<file path="config.mk">
export PLATFORM = sky130hd
export DESIGN_NAME = track_access_arbiter
export DESIGN_NICKNAME = d
export VERILOG_FILES = /design/src/rtl/track_access_arbiter.sv
export SDC_FILE = /design/constraint.sdc
export NUM_CORES = 1
export LEC_CHECK = 0
export BUFFER_PORTS_ARGS = -buffer_cell sky130_fd_sc_hd__buf_2
export CAP_MARGIN = 0
export CORE_ASPECT_RATIO = 1.4
export CORE_MARGIN = 2
export CORE_UTILIZATION = 53
export DETAILED_ROUTE_END_ITERATION = 10
export PLACE_DENSITY_LB_ADDON = 0.1
export SYNTH_ARGS = -nofsm -noshare
export SYNTH_HDL_FRONTEND = slang
export SYNTH_SLANG_ARGS = --single-unit
</file>
<file path="constraint.sdc">
create_clock -name clk_in -period 4 [get_ports clk_in]
set_input_delay 0.4 -clock clk_in [delete_from_list [all_inputs] [get_ports clk_in]]
set_output_delay 0.4 -clock clk_in [all_outputs]
set_load 0.01 [all_outputs]
</file>
<file path="src/rtl/track_access_arbiter.sv">
// Shares the single-port track tile BRAM between the renderer (absolute priority)
// and the physics engine (valid/ready), returning each word to its issuer.
module track_access_arbiter #(
  parameter int ADDR_W       = 8,
  parameter int DATA_W       = 4,
  parameter int RD_LATENCY   = 2,
  parameter int STARVE_LIMIT = 1024
) (
  input  logic              clk_in,
  input  logic              rst_in,
  input  logic              render_active,
  input  logic [ADDR_W-1:0] render_addr,
  output logic              render_rsp_valid,
  output logic [DATA_W-1:0] render_rsp_data,
  input  logic              phys_req_valid,
  input  logic [ADDR_W-1:0] phys_req_addr,
  output logic              phys_req_ready,
  output logic              phys_rsp_valid,
  output logic [DATA_W-1:0] phys_rsp_data,
  output logic [ADDR_W-1:0] bram_addr,
  output logic              bram_en,
  input  logic [DATA_W-1:0] bram_dout,
  output logic              starve_flag,
  input  logic              starve_clr
);

  localparam int PIPE_D = 1 + RD_LATENCY;
  localparam int CNT_W  = $clog2(STARVE_LIMIT + 1);
  localparam logic [CNT_W-1:0] CNT_MAX = CNT_W'(STARVE_LIMIT);

  typedef enum logic [1:0] {
    GRANT_IDLE   = 2'd0,
    GRANT_RENDER = 2'd1,
    GRANT_PHYS   = 2'd2
  } grant_t;

  grant_t              grant;
  logic [ADDR_W-1:0]   grant_addr;
  logic [PIPE_D-1:0]   tag_vld;
  logic [PIPE_D-1:0]   tag_own;
  logic [CNT_W-1:0]    wait_cnt;
  logic [CNT_W-1:0]    wait_cnt_next;
  logic                blocked;

  // Ready is a function of render_active and reset only, never of phys_req_valid.
  always_comb begin
    grant          = GRANT_IDLE;
    grant_addr     = bram_addr;
    phys_req_ready = 1'b0;
    if (!rst_in) begin
      if (render_active) begin
        grant      = GRANT_RENDER;
        grant_addr = render_addr;
      end else begin
        phys_req_ready = 1'b1;
        if (phys_req_valid) begin
          grant      = GRANT_PHYS;
          grant_addr = phys_req_addr;
        end
      end
    end
  end

  always_ff @(posedge clk_in or posedge rst_in) begin
    if (rst_in) begin
      bram_addr <= '0;
      bram_en   <= 1'b0;
    end else begin
      bram_addr <= grant_addr;
      bram_en   <= (grant != GRANT_IDLE);
    end
  end

  // Owner tag rides alongside the read: 0 = render, 1 = physics.
  always_ff @(posedge clk_in or posedge rst_in) begin
    if (rst_in) begin
      tag_vld <= '0;
      tag_own <= '0;
    end else begin
      tag_vld <= {tag_vld[PIPE_D-2:0], grant != GRANT_IDLE};
      tag_own <= {tag_own[PIPE_D-2:0], grant == GRANT_PHYS};
    end
  end

  assign render_rsp_valid = tag_vld[PIPE_D-1] & ~tag_own[PIPE_D-1];
  assign phys_rsp_valid   = tag_vld[PIPE_D-1] &  tag_own[PIPE_D-1];
  assign render_rsp_data  = bram_dout;
  assign phys_rsp_data    = bram_dout;

  assign blocked = phys_req_valid & ~phys_req_ready;

  always_comb begin
    wait_cnt_next = '0;
    if (blocked) begin
      if (wait_cnt == CNT_MAX) wait_cnt_next = wait_cnt;
      else                     wait_cnt_next = wait_cnt + CNT_W'(1);
    end
  end

  // A clear in the same cycle as the limit being reached wins.
  always_ff @(posedge clk_in or posedge rst_in) begin
    if (rst_in) begin
      wait_cnt    <= '0;
      starve_flag <= 1'b0;
    end else if (starve_clr) begin
      wait_cnt    <= '0;
      starve_flag <= 1'b0;
    end else begin
      wait_cnt <= wait_cnt_next;
      if (wait_cnt_next == CNT_MAX) starve_flag <= 1'b1;
    end
  end

endmodule

</file>
---- Word level (Yosys, flattened, before mapping) ----
Index checks and enable logic that the tools add are counted.
word-level totals
  register bits after elaboration ......... 27
operators by class
  add/subtract/negate cells ............... 1
  bitwise logic cells ..................... 6
  equal/unequal tests ..................... 3
  reduce and logical (&&, ||, !) cells .... 4
  muxes and demuxes ....................... 12
operators with widths
  kind                                            count
  two-way mux 11 bit                              3
  equality test 11 bit (second input constant)    2
  two-way mux 8 bit                               2
  adder 11 x 1 -> 11 bit (second input constant)  1
  two-way mux 2 bit                               3
  nonzero test 2 bit                              3
  two-way mux 1 bit                               4
  AND 1 bit                                       3
  inverter 1 bit                                  3
  equality test 2 bit (second input constant)     1
  AND reduction 2 bit                             1

---- Longest topological paths before layout ----
  word-level depth ........................ 8
  depth in mapped cells ................... 7

---- Worst setup path before layout ----
OpenSTA, ideal clock, no wires.
  path kind ............................... input port to flip-flop
  start ................................... input rst_in
  end ..................................... register bram_addr[0]
  arrival ................................. 1650 ps
  slack ................................... 2212 ps
  path buffers ............................ 1
  stages on the path ...................... 5
  library setup time ...................... 138 ps
  cells stage by stage .................... inv_1 o21ai_1 clkbuf_1 nand2_1 o21ai_0
on the way
  cells in the longest elaborated chain, start to end .. 2
ends and longest elaborated chain
  element                        RTL line  source
  start, declared                10        input logic rst_in,
  inverter 1 bit (no line)       --
  AND reduction 2 bit (no line)  --
  end signal, assigned           69        bram_addr <= grant_addr;
  end, declared                  20        output logic [ADDR_W-1:0] bram_addr,
No other way between the ends.
A chain may end at the register's enable or synchronous reset.

---- Final worst setup path ----
  start ................................... register wait_cnt[0]
  end ..................................... register starve_flag
on the way
  cells in the longest elaborated chain, start to end .. 5
  elaborated cells between the ends (all ways) .. 6
ends and longest elaborated chain
  element                                                                RTL line  source
  start, declared                                                        41        logic [CNT_W-1:0] wait_cnt;
  start signal, assigned                                                 109       wait_cnt <= wait_cnt_next;
  adder 11 x 1 -> 11 bit / equality test 11 bit (equally long branches)  96, 95
  two-way mux 11 bit *                                                   95        if (wait_cnt == CNT_MAX) wait_cnt_next = wait_cnt;
  two-way mux 11 bit *                                                   94        if (blocked) begin
  equality test 11 bit *                                                 110       if (wait_cnt_next == CNT_MAX) starve_flag <= 1'b1;
  nonzero test 2 bit (no line) *                                         --
  end signal, assigned                                                   104       starve_flag <= 1'b0;
  end signal, assigned                                                   107       starve_flag <= 1'b0;
  end signal, assigned                                                   110
  end, declared                                                          23        output logic starve_flag,
Mark *: on every way between the ends. The rest lies on a longest branch, timed or not.

==> impl_metrics.ini <==
[clocking]
clkLatencyLatePin_ns = 0.32
clock_path_buffers = 2
numCtsBuffers = 3
clkSlewWorstSetupHoldPaths_ns = 0.14
cts-root-buf = clkbuf_4
clock-sinks = 26
cts_tree = done
cts_htree_levels = 1
cts_resized = 0
hold_buffers = 0
cts_setup_buffers = 0

[layout]
final_util = 0.641
instances_no_fill = 196
area_delta_synth_final_pct = 13.3
num-nets-final = 190
drive_gt1_frac = 0.265
antenna_cells = 0

[power]
switchingPower_uw = 121
finalPower_uw = 527
intPower_uw = 407
pwr_density_cell_nw_per_um2 = 340
power_frac_seq = 0.540
clockPowerShare = 0.342
ir_drop_mv = 0.207
p_comb_frac = 0.119
p_sw_frac = 0.229
p_leak_nw = 0.768

[route]
top_layer = met4
met2_length_mm = 1.37
wl_per_cell_microns = 13.2
viasPerCell = 5.43
drtAntennaViolNets = 0
wl_met1_mm = 1.04
first_iter_violations = 22
wl_met3_microns = 119
vias = 1065
wirelength_mm = 2.58
route.detailed.drc = 0
dr.pass1.iters = 4

[floorplan]
num_rows = 21
die-area_sq_um = 3010
die_w_microns = 46.9
design.core.area_sq_um = 2420
start_util = 0.566
io_pins = 46
die_y_microns = 64.1

[timing]
worst-slew-pin-transition_ns = 0.921
fmax_mhz = 514
setup-violations-final = 0
slew_violations = 0
hold_viol = 0
period_minus_slack_ns = 1.94
tns_ns = 0
timing.final.crit_share = 0.486
maxSlewHeadroom = 0.382
fin_skew_ns = 0.00415
setup_ws_ns = 2.06
rsz0062_at_grt = false

[setup_path]
cp-endpoint = starve_flag$_DFFE_PP0P_
cp-startpoint = wait_cnt[0]$_DFF_PP0_
reg2reg_slack_ns = 2.06
crit_path_end_kind = flip-flop
critPathMaxFanout = 7
r2r_end = starve_flag$_DFFE_PP0P_
crit_type = reg2reg
timing.rr.start = wait_cnt[0]$_DFF_PP0_
ff2ff_path_depth = 6
cpPeakStageDelay_ns = 0.47
cp_cell_sequence = ha_1 > nand2_1 > nor4_1 > xnor2_1 > nor2_1 > a32o_2
cp.arrival_ns = 2.18
critPathRequiredTime_ns = 4.23
critPathSlowestCell = dfrtp_1
cp-start-kind = flip-flop

[placed_design]
pre_cts_ws_ns = 2.09
portBuffers = 33
place_inst = 192
place.gp.congestion = 0.919
dp_hpwl_mm = 1.96

[outcome]
outcome = completed

[global_route]
grt_max_degree = 27
track_usage = 0.207
grt_pass1_wl_mm = 4.55
antenna_found_initial = 0
grt_pass1_vias = 1068
gr-total-overflow = 0

[logic_synthesis]
synth-edff-count = 0
ys_warn_count = 0
synth.avg_cell_area_sq_um = 9.91
async_reset_ff_frac = 1.00
synth-main-ff-cell = dfrtp_1
syn_inst = 138
ys_seq_area_frac = 0.476
ys_seq_elements = 26
ys_types = 34
syn_nets = 165
synth.cell_area_sq_um = 1370

[min_path]
holdCritPathClass = in2async

[job]
maxCapViolations = 0
[through the flow]
stage | hold WS [ns] | area, sq um
6_report | 0.148 | 1550
5_1_grt | 0.145 | 1550
3_3_place_gp | 0.333 | 1500
4_1_cts | 0.150 | 1550
2_1_floorplan | 0.331 | 1370
3_5_place_dp | 0.336 | 1500
[power by group through the flow]
stage	sequential [mW]	clock, mW	combinational [mW]
2_1_floorplan	0.295	0	0.0376
3_3_place_gp	0.289	0	0.0627
6_report	0.285	0.180	0.0627
5_1_grt	0.287	0.198	0.0711
4_1_cts	0.285	0.184	0.0641
3_5_place_dp	0.290	0	0.0641
[routing by layer]
| layer | vias up | global-route usage |
|---|---|---|
| li1 | 515 | - |
| met2 | 33 | 0.327 |
| met3 | 7 | 0.0452 |
| met4 | 0 | 0.0972 |
| met1 | 510 | 0.259 |
| met5 | - | 0 |
[synthesized netlist by cell type (4+ instances only)]
library cell	number	area (sq um)
a21oi_1	4	20.0
a31oi_1	4	25.0
buf_4	8	60.1
dfrtp_1	26	651
inv_1	6	22.5
mux2i_1	8	80.1
nand2_1	13	48.8
nor2_1	10	37.5
nor3_1	4	20.0
o21ai_0	12	60.1
or3_1	4	25.0
xnor2_1	5	43.8
[flip-flops by register name, summed over array words and instances (netlist names)]
register     cells
starve_flag      1
tag_own          3
bram_addr        8
wait_cnt        11
tag_vld          3
[cell usage in the layout, fill, tap and decap left out, types with 2 or more instances in the layout]
cell	instances
buf_2	33
dfrtp_1	26
nand2_1	13
o21ai_0	12
nor2_1	10
mux2i_1	8
inv_1	6
xnor2_1	5
or3_1	4
nor3_1	4
a31oi_1	4
a21oi_1	4
xor2_1	3
clkbuf_4	3
nand3_1	2
nand2b_1	2
and3_1	2
nor2b_1	2
and2_1	2
ha_1	2
[worst min path at each step]
stage / from / end / slack [ns]
4_1_cts: rst_in / tag_own[0]$_DFF_PP0_ / 0.15
6_report: rst_in / bram_addr[0]$_DFFE_PP0P_ / 0.15
3_5_place_dp: tag_own[1]$_DFF_PP0_ / tag_own[2]$_DFF_PP0_ / 0.34
5_1_grt: rst_in / bram_addr[7]$_DFFE_PP0P_ / 0.14
2_1_floorplan: tag_own[0]$_DFF_PP0_ / tag_own[1]$_DFF_PP0_ / 0.33
3_3_place_gp: tag_own[0]$_DFF_PP0_ / tag_own[1]$_DFF_PP0_ / 0.33
[critical path: cells and delay by family (launching register included)]
| kind | cells | cell delay, ns |
|---|---|---|
| AND/OR/NAND/NOR | 3 | 0.61 |
| flip-flops | 1 | 0.47 |
| adder cells (fa/ha/maj) | 1 | 0.34 |
| AO/OA/AOI/OAI | 1 | 0.28 |
| XOR/XNOR | 1 | 0.17 |
[cell type report]
class | count | area [sq um]
clock buffer | 3 | 22.5
clock inverter | 1 | 30.0
fill | 215 | 868
inverter | 6 | 22.5
multi-input combinational | 92 | 608
sequential | 26 | 651
tap | 34 | 42.5
timing repair buffer | 34 | 173
[kinds of logic after synthesis]
| family | share of synthesized area |
|---|---|
| AO/OA/AOI/OAI | 0.110 |
| XOR/XNOR | 0.0512 |
| adder cells (fa/ha/maj) | 0.0183 |
| buffers and inverters | 0.0796 |
| flip-flops | 0.476 |
| multiplexers | 0.0586 |
| AND/OR/NAND/NOR | 0.207 |
No activity file was read; power rests on OpenSTA's default activity.
